[config.mk]
export PLATFORM = sky130hd
export DESIGN_NAME = dmem_lsu
export DESIGN_NICKNAME = d
export VERILOG_FILES = /design/src/rtl/dmem_lsu.sv
export SDC_FILE = /design/constraint.sdc
export NUM_CORES = 1
export LEC_CHECK = 0
export CAP_MARGIN = 0
export CORE_MARGIN = 2
export CORE_UTILIZATION = 30
export CTS_CLUSTER_DIAMETER = 80
export CTS_CLUSTER_SIZE = 28
export DETAILED_ROUTE_END_ITERATION = 10
export DONT_BUFFER_PORTS = 1
export RECOVER_POWER = 100
export REMOVE_ABC_BUFFERS = 1
export SKIP_LAST_GASP = 1
export SYNTH_ARGS = -nofsm -noshare
export SYNTH_HDL_FRONTEND = slang
export SYNTH_SLANG_ARGS = --single-unit
[constraint.sdc]
create_clock -name i_clk -period 3.4 [get_ports i_clk]
set_input_delay 0.68 -clock i_clk [delete_from_list [all_inputs] [get_ports i_clk]]
set_output_delay 0.68 -clock i_clk [all_outputs]
set_load 0.005 [all_outputs]
[src/rtl/dmem_lsu.sv]
// rtl/dmem_lsu.sv - load/store unit between the pipeline and a single-port word memory
// Sub-word stores are read-modify-write; loads are little-endian with optional sign extension.
module dmem_lsu #(
    parameter int ADDR_WIDTH = 9,
    parameter int DATA_WIDTH = 32
) (
    input  logic                  i_clk,
    input  logic                  i_rst_n,
    input  logic                  i_req,
    input  logic                  i_wr,
    input  logic [1:0]            i_size,
    input  logic                  i_unsigned,
    input  logic [ADDR_WIDTH+1:0] i_addr,
    input  logic [DATA_WIDTH-1:0] i_wdata,
    output logic                  o_ready,
    output logic                  o_valid,
    output logic [DATA_WIDTH-1:0] o_rdata,
    output logic                  o_misaligned,
    output logic                  o_stall,
    output logic                  o_mem_we,
    output logic [ADDR_WIDTH-1:0] o_mem_addr,
    output logic [DATA_WIDTH-1:0] o_mem_wdata,
    input  logic [DATA_WIDTH-1:0] i_mem_rdata
);

    typedef enum logic [2:0] {
        IDLE, LD_WAIT, LD_DATA, RMW_WAIT, RMW_MERGE, ST_WRITE
    } state_t;

    state_t                  state_q, state_d;
    logic [1:0]              size_q;
    logic [1:0]              lane_q;
    logic                    uns_q;
    logic [15:0]             wdata_q;

    logic                    accept;
    logic                    misaligned;
    logic [4:0]              byte_sh;
    logic [4:0]              half_sh;
    logic [7:0]              ld_byte;
    logic [15:0]             ld_half;
    logic [DATA_WIDTH-1:0]   ld_ext;
    logic [DATA_WIDTH-1:0]   merged;

    logic                    valid_d;
    logic                    mis_d;
    logic                    we_d;
    logic [ADDR_WIDTH-1:0]   addr_d;
    logic [DATA_WIDTH-1:0]   wdata_d;
    logic [DATA_WIDTH-1:0]   rdata_d;

    assign o_ready = (state_q == IDLE);
    assign o_stall = (state_q != IDLE);
    assign accept  = i_req && (state_q == IDLE);

    assign misaligned = (i_size == 2'b11) ||
                        ((i_size == 2'b01) && i_addr[0]) ||
                        ((i_size == 2'b10) && (i_addr[1:0] != 2'b00));

    assign byte_sh = {lane_q, 3'b000};
    assign half_sh = {lane_q[1], 4'b0000};
    assign ld_byte = i_mem_rdata[byte_sh +: 8];
    assign ld_half = i_mem_rdata[half_sh +: 16];

    always_comb begin
        case (size_q)
            2'b00:   ld_ext = uns_q ? {24'd0, ld_byte} : {{24{ld_byte[7]}}, ld_byte};
            2'b01:   ld_ext = uns_q ? {16'd0, ld_half} : {{16{ld_half[15]}}, ld_half};
            default: ld_ext = i_mem_rdata;
        endcase
    end

    always_comb begin
        merged = i_mem_rdata;
        if (size_q == 2'b00) begin
            merged[byte_sh +: 8] = wdata_q[7:0];
        end else begin
            merged[half_sh +: 16] = wdata_q[15:0];
        end
    end

    always_ff @(posedge i_clk or negedge i_rst_n) begin
        if (!i_rst_n) begin
            state_q      <= IDLE;
            size_q       <= 2'b00;
            lane_q       <= 2'b00;
            uns_q        <= 1'b0;
            wdata_q      <= '0;
            o_valid      <= 1'b0;
            o_misaligned <= 1'b0;
            o_mem_we     <= 1'b0;
            o_mem_addr   <= '0;
            o_mem_wdata  <= '0;
            o_rdata      <= '0;
        end else begin
            state_q      <= state_d;
            o_valid      <= valid_d;
            o_misaligned <= mis_d;
            o_mem_we     <= we_d;
            o_mem_addr   <= addr_d;
            o_mem_wdata  <= wdata_d;
            o_rdata      <= rdata_d;
            if (accept) begin
                size_q  <= i_size;
                lane_q  <= i_addr[1:0];
                uns_q   <= i_unsigned;
                wdata_q <= i_wdata[15:0];
            end
        end
    end

    always_comb begin
        state_d = state_q;
        case (state_q)
            IDLE: begin
                if (accept && !misaligned) begin
                    if (!i_wr)                  state_d = LD_WAIT;
                    else if (i_size == 2'b10)   state_d = ST_WRITE;
                    else                        state_d = RMW_WAIT;
                end
            end
            LD_WAIT:   state_d = LD_DATA;
            LD_DATA:   state_d = IDLE;
            RMW_WAIT:  state_d = RMW_MERGE;
            RMW_MERGE: state_d = ST_WRITE;
            ST_WRITE:  state_d = IDLE;
            default:   state_d = IDLE;
        endcase
    end

    // Next values for the registered outputs; address and write data hold unless updated.
    always_comb begin
        valid_d = 1'b0;
        mis_d   = 1'b0;
        we_d    = 1'b0;
        addr_d  = o_mem_addr;
        wdata_d = o_mem_wdata;
        rdata_d = o_rdata;
        case (state_q)
            IDLE: begin
                if (accept) begin
                    addr_d = i_addr[ADDR_WIDTH+1:2];
                    mis_d  = misaligned;
                    if (!misaligned && i_wr && (i_size == 2'b10)) begin
                        we_d    = 1'b1;
                        wdata_d = i_wdata;
                    end
                end
            end
            LD_DATA: begin
                valid_d = 1'b1;
                rdata_d = ld_ext;
            end
            RMW_MERGE: begin
                we_d    = 1'b1;
                wdata_d = merged;
            end
            ST_WRITE: valid_d = 1'b1;
            default: ;
        endcase
    end

endmodule

Word level (Yosys, flattened, before mapping). Cells that the tools add are included.

Add/subtract/negate cells: 2. Equality and inequality tests: 12. Shift operators: 6. Reductions and logical operators: 17. Multiplexer cells: 19.

Operator list (number): 2-to-1 mux 32 bit (5); one-hot mux 32 bit (2 select lines) (2); bitwise mux 32 bit (2); variable shift 16 x 7 -> 32 bit, first input constant (1); variable shift 8 x 7 -> 32 bit, first input constant (1); variable part select 16 x 7 -> 32 bit (1); variable part select 32 x 6 -> 16 bit (1); variable part select 32 x 6 -> 8 bit (1); variable part select 8 x 7 -> 32 bit (1); negator 5 -> 7 bit (2); one-hot mux 3 bit (4 select lines) (1); 2-to-1 mux 3 bit (3); == test 3 x 2 -> 1 bit, second input constant (2); == test 3 bit, second input constant (2); logical AND 1 bit (6); != test 2 x 1 -> 1 bit, second input constant (3); 2-to-1 mux 1 bit (5); == test 2 x 1 -> 1 bit, second input constant (2); == test 2 bit, second input constant (2); nonzero test 2 bit (2); == test 3 x 1 -> 1 bit, second input constant (1); zero test 3 bit (1); AND reduction 3 bit (1); nonzero test 3 bit (1); 6 further kinds (7).

Bits in registers: 100. Output and inout bits: 78. Word-level logic and storage cells: 67. Bits of input ports: 82.

Longest topological paths before layout.
Word-level depth: 10. Depth in mapped cells: 9. Gate-level depth less buffers: 6.

Least setup slack after synthesis. OpenSTA, ideal clock, no wires.

Kind: reg2reg. From: register lane_q[1]. To: register o_mem_wdata[10]. Buffers on the path: 3. Required time: 3263 ps. Stages on the path, launching flop included: 10. Library setup time: 137 ps. Clock period less this slack: 2333 ps. Path slack: 1067 ps. Data arrival time: 2196 ps. Cells stage by stage: dfrtp_1 -> buf_2 -> clkinv_1 -> clkbuf_1 -> ha_1 -> and4b_1 -> buf_1 -> a221o_1 -> a21oi_1 -> a21oi_1.

Word-level cells in the longest chain between the ends: 5. Elaborated cells between the ends (all ways): 10. Those cells by class: add/sub: 2; shift: 4; mux: 4.

Ends and longest elaborated chain: from (decl) (RTL line 32) `logic [1:0] lane_q;`; from (signal assigned) (RTL line 105) `lane_q <= i_addr[1:0];`; negator 5 -> 7 bit, on equally long branches (RTL line 78, 76); variable part select 16 x 7 -> 32 bit, or another cell as far along (RTL line 78) `merged[half_sh +: 16] = wdata_q[15:0];`; bitwise mux 32 bit, on equally long branches (RTL line 78, 76); 2-to-1 mux 32 bit * (RTL line 75) `if (size_q == 2'b00) begin`; one-hot mux 32 bit (2 select lines) * (RTL line 139) `case (state_q)`; to (signal assigned) (RTL line 101) `o_mem_wdata <= wdata_d;`; to (decl) (RTL line 22) `output logic [DATA_WIDTH-1:0] o_mem_wdata,`.

Every way passes the cells marked *; elsewhere a longest branch is shown, timed or not. A chain may end at the register's enable or synchronous reset.

Final worst setup path.
From: register state_q[0]. To: register o_rdata[18].

Word-level cells in the longest chain between the ends: 1.

Ends and longest elaborated chain: from (decl) (RTL line 30) `state_t state_q, state_d;`; from (signal assigned) (RTL line 96) `state_q <= state_d;`; == test 3 x 2 -> 1 bit (RTL line 139); to (signal assigned) (RTL line 102) `o_rdata <= rdata_d;`; to (decl) (RTL line 17) `output logic [DATA_WIDTH-1:0] o_rdata,`.

No other way between the ends.

==> flow_summary.json <==
{
  "core_um2": 17300,
  "ant_nets": 0,
  "finalHoldViolCount": 0,
  "swShare": 0.410,
  "vias": 4105,
  "violations": "capacitance limit, slew limit",
  "skew_ps": 11.6,
  "synth_cells": 495,
  "clk_path_buf_depth": 2,
  "clkLatencyLatePin_ps": 360,
  "clkTransAtPathRegs_ps": 60,
  "setup_violations": 0,
  "ys.flop_type": "dfrtp_1",
  "dpl-instance-area_um2": 5500,
  "slew_headroom": -0.0341,
  "viasPerCell": 5.85,
  "rsz0062_at_grt": "false",
  "dieHeight_um": 137,
  "p_sw_uw": 2310,
  "hpwl_um": 12200,
  "rows": 48,
  "synth_cell_types": 41,
  "seqPwrFrac": 0.436,
  "cts_root_buffer": "clkbuf_16",
  "ys_ff_latch": 100,
  "cts_hold_buf": 0,
  "tightestPinTransition_ps": 1550,
  "drc": 0,
  "postSynth.asyncResetShare": 1.00,
  "power.density_nw_per_um2": 972,
  "clockPowerShare": 0.196,
  "synth_top_family_by_area": "compound AO/OA/AOI/OAI gates",
  "die_w_um": 137,
  "maxCapViolations": 2,
  "areaGrowthSynthToFinish_pct": 8.75,
  "die_area_um2": 18800,
  "gp_congestion": 0.856,
  "status": "finished with violations",
  "worstSetupEndpointType": "flop",
  "critPathKind": "reg -> reg",
  "cp_data_arrival_time_ps": 2990,
  "tns_ps": 0,
  "muxShareOfSynthArea": 0.172,
  "ys_seq_area_frac": 0.470,
  "synth_edf_count": 0,
  "synth_area_per_cell_um2": 10.7,
  "power.leakage_uw": 0.00258,
  "required_ps": 3680,
  "cp_max_fo": 42,
  "grt_max_degree": 101,
  "wl_per_cell_um": 24.4,
  "drive_gt1_frac": 0.155,
  "io_buffers": 0,
  "r2r_slack_ps": 690,
  "synth_simple_gate_area_frac": 0.111,
  "syn_area_um2": 5320,
  "cts_tree": "built",
  "grt_pass1_vias": 4169,
  "antenna_found_initial": 0,
  "synthAdderAreaFrac": 0.0118,
  "synth_xor_area_frac": 0,
  "grt_usage": 0.187,
  "insertedDiodeCount": 0,
  "drtPass1Iterations": 5,
  "period_share": 0.798,
  "grt-ovfl-total": 0,
  "wl_um": 17100,
  "h-tree-depth": 3,
  "fin_nets": 560,
  "pin_count": 160,
  "initial_utilization": 0.308,
  "synth_compound_area_frac": 0.196,
  "p_int_uw": 3320,
  "postLayoutCellArea_um2": 5790,
  "ir_worst_vdd_mv": 0.339,
  "ys.warnings.count": 0,
  "grt_first_pass_wirelength_um": 26000,
  "cts_buffers": 9,
  "cts_resized": 0,
  "worstHoldPathType": "in -> async",
  "cts_setup_buffers": 0,
  "power_frac_comb": 0.368,
  "timing.fmax_ghz": 0.369,
  "report.final.slew_viol_count": 43,
  "startpoint_type": "flop",
  "drtIter0Drc": 312,
  "fin_crit_ps": 2710,
  "clock_sinks": 100
}
## cell usage in the layout, fill, tap and decap left out, drive strengths merged, types with 2 or more instances in the layout
cell | synthesis | layout
clkbuf | 24 | 13
bufinv | 0 | 2
ha | 5 | 5
a222oi | 7 | 7
and2 | 3 | 3
mux2 | 35 | 35
inv | 4 | 4
nor3 | 3 | 3
nor2 | 13 | 13
a221oi | 25 | 25
a22o | 16 | 16
a221o | 16 | 16
nor2b | 2 | 2
o211ai | 2 | 2
or2 | 2 | 2
mux2i | 50 | 50
a21oi | 51 | 51
clkinv | 1 | 5
o21ai | 20 | 20
dfrtp | 100 | 100
nand2b | 3 | 3
nand3 | 33 | 33
nand2 | 47 | 47
buf | 19 | 6
or3 | 2 | 2
## critical path, cell delays in order (launching register included)
cell,delay (ps)
dfrtp_1,480
or3b_1,1010
a2111oi_4,550
o21ai_2,380
nand3_1,190
## Yosys cell counts (2+ instances only)
cell type,number,area share
dfrtp_1,100,0.47
a21oi_1,51,0.048
mux2i_1,50,0.094
nand2_1,47,0.033
mux2_2,35,0.074
a221oi_1,25,0.041
clkbuf_1,24,0.017
nand3_1,23,0.022
o21ai_0,18,0.017
a221o_1,16,0.030
a22o_1,16,0.026
buf_2,16,0.015
nor2_1,13,0.0092
nand3_2,10,0.019
a222oi_1,7,0.013
ha_1,5,0.012
inv_1,4,0.0028
and2_1,3,0.0035
nand2b_1,3,0.0035
nor3_1,3,0.0028
buf_1,2,0.0014
nor2b_1,2,0.0024
o211ai_1,2,0.0028
or2_2,2,0.0024
or3_1,2,0.0024
## sequential cells by signal, summed over array words and instances (netlist names), 2 cells and up
signal and flops:
size_q 2, o_mem_addr 9, o_mem_wdata 32, state_q 3, o_rdata 32, wdata_q 16, lane_q 2
## power groups by stage
stage	combinational, uW	clock, uW	sequential (uW)
2_1_floorplan	1530	0	2270
3_3_place_gp	2000	0	2460
3_5_place_dp	2070	0	2480
4_1_cts	2080	1130	2470
5_1_grt	2290	1170	2550
6_report	2070	1100	2450
## metrics by stage
step | hold WS (ps) | utilization | setup WS (ps) | total power [uW] | cells
2_1_floorplan | 384 | - | -230 | 3810 | 452
3_3_place_gp | 387 | 0.318 | 972 | 4470 | 687
3_5_place_dp | 387 | 0.318 | 929 | 4560 | 687
4_1_cts | 3.60 | 0.335 | 906 | 5670 | 702
5_1_grt | 3.47 | 0.334 | 448 | 6020 | 702
6_report | 17.9 | 0.334 | 688 | 5620 | 702
## metal layers
metal  track usage  part of all wire  wire [um]  vias up
met5             0                 0          0        -
met4        0.0641             0.020        346        0
met3        0.0759              0.11       1950       21
met2         0.284              0.47       8030      180
met1         0.239              0.40       6820     2083
li1              -                 -          -     1821
## layout make-up
class                   count  area (um2)
flip-flops and latches    100        2500
clock inverters             6        80.1
inverters                   5        18.8
fillers                  1745       11500
well taps                 225         282
repair buffers             10        61.3
multi-input cells         347        2620
clock buffers               9         225
## kinds of logic after synthesis
logic type / after synthesis
AND/OR/NAND/NOR: 114
multiplexers: 86
buffers and inverters: 48
adder cells (fa/ha/maj): 5
flip-flops: 100
AO/OA/AOI/OAI: 142
## worst paths after layout
kind | from | end | depth (start not counted)
setup reg to reg | state_q[0]$_DFFE_PN0P_ | o_rdata[18]$_DFFE_PN0N_ | 4
hold / removal | i_rst_n | o_mem_addr[8]$_DFFE_PN0P_ | 0
hold reg to reg | o_mem_addr[1]$_DFFE_PN0P_ | o_mem_addr[1]$_DFFE_PN0P_ | 1
max in group asynchronous | i_rst_n | o_mem_wdata[29]$_DFFE_PN0P_ | 0
setup / recovery | state_q[0]$_DFFE_PN0P_ | o_rdata[18]$_DFFE_PN0N_ | 4
min in group i_clk | i_wdata[8] | wdata_q[8]$_DFFE_PN0N_ | 1
(Power assumes the default switching activity.)
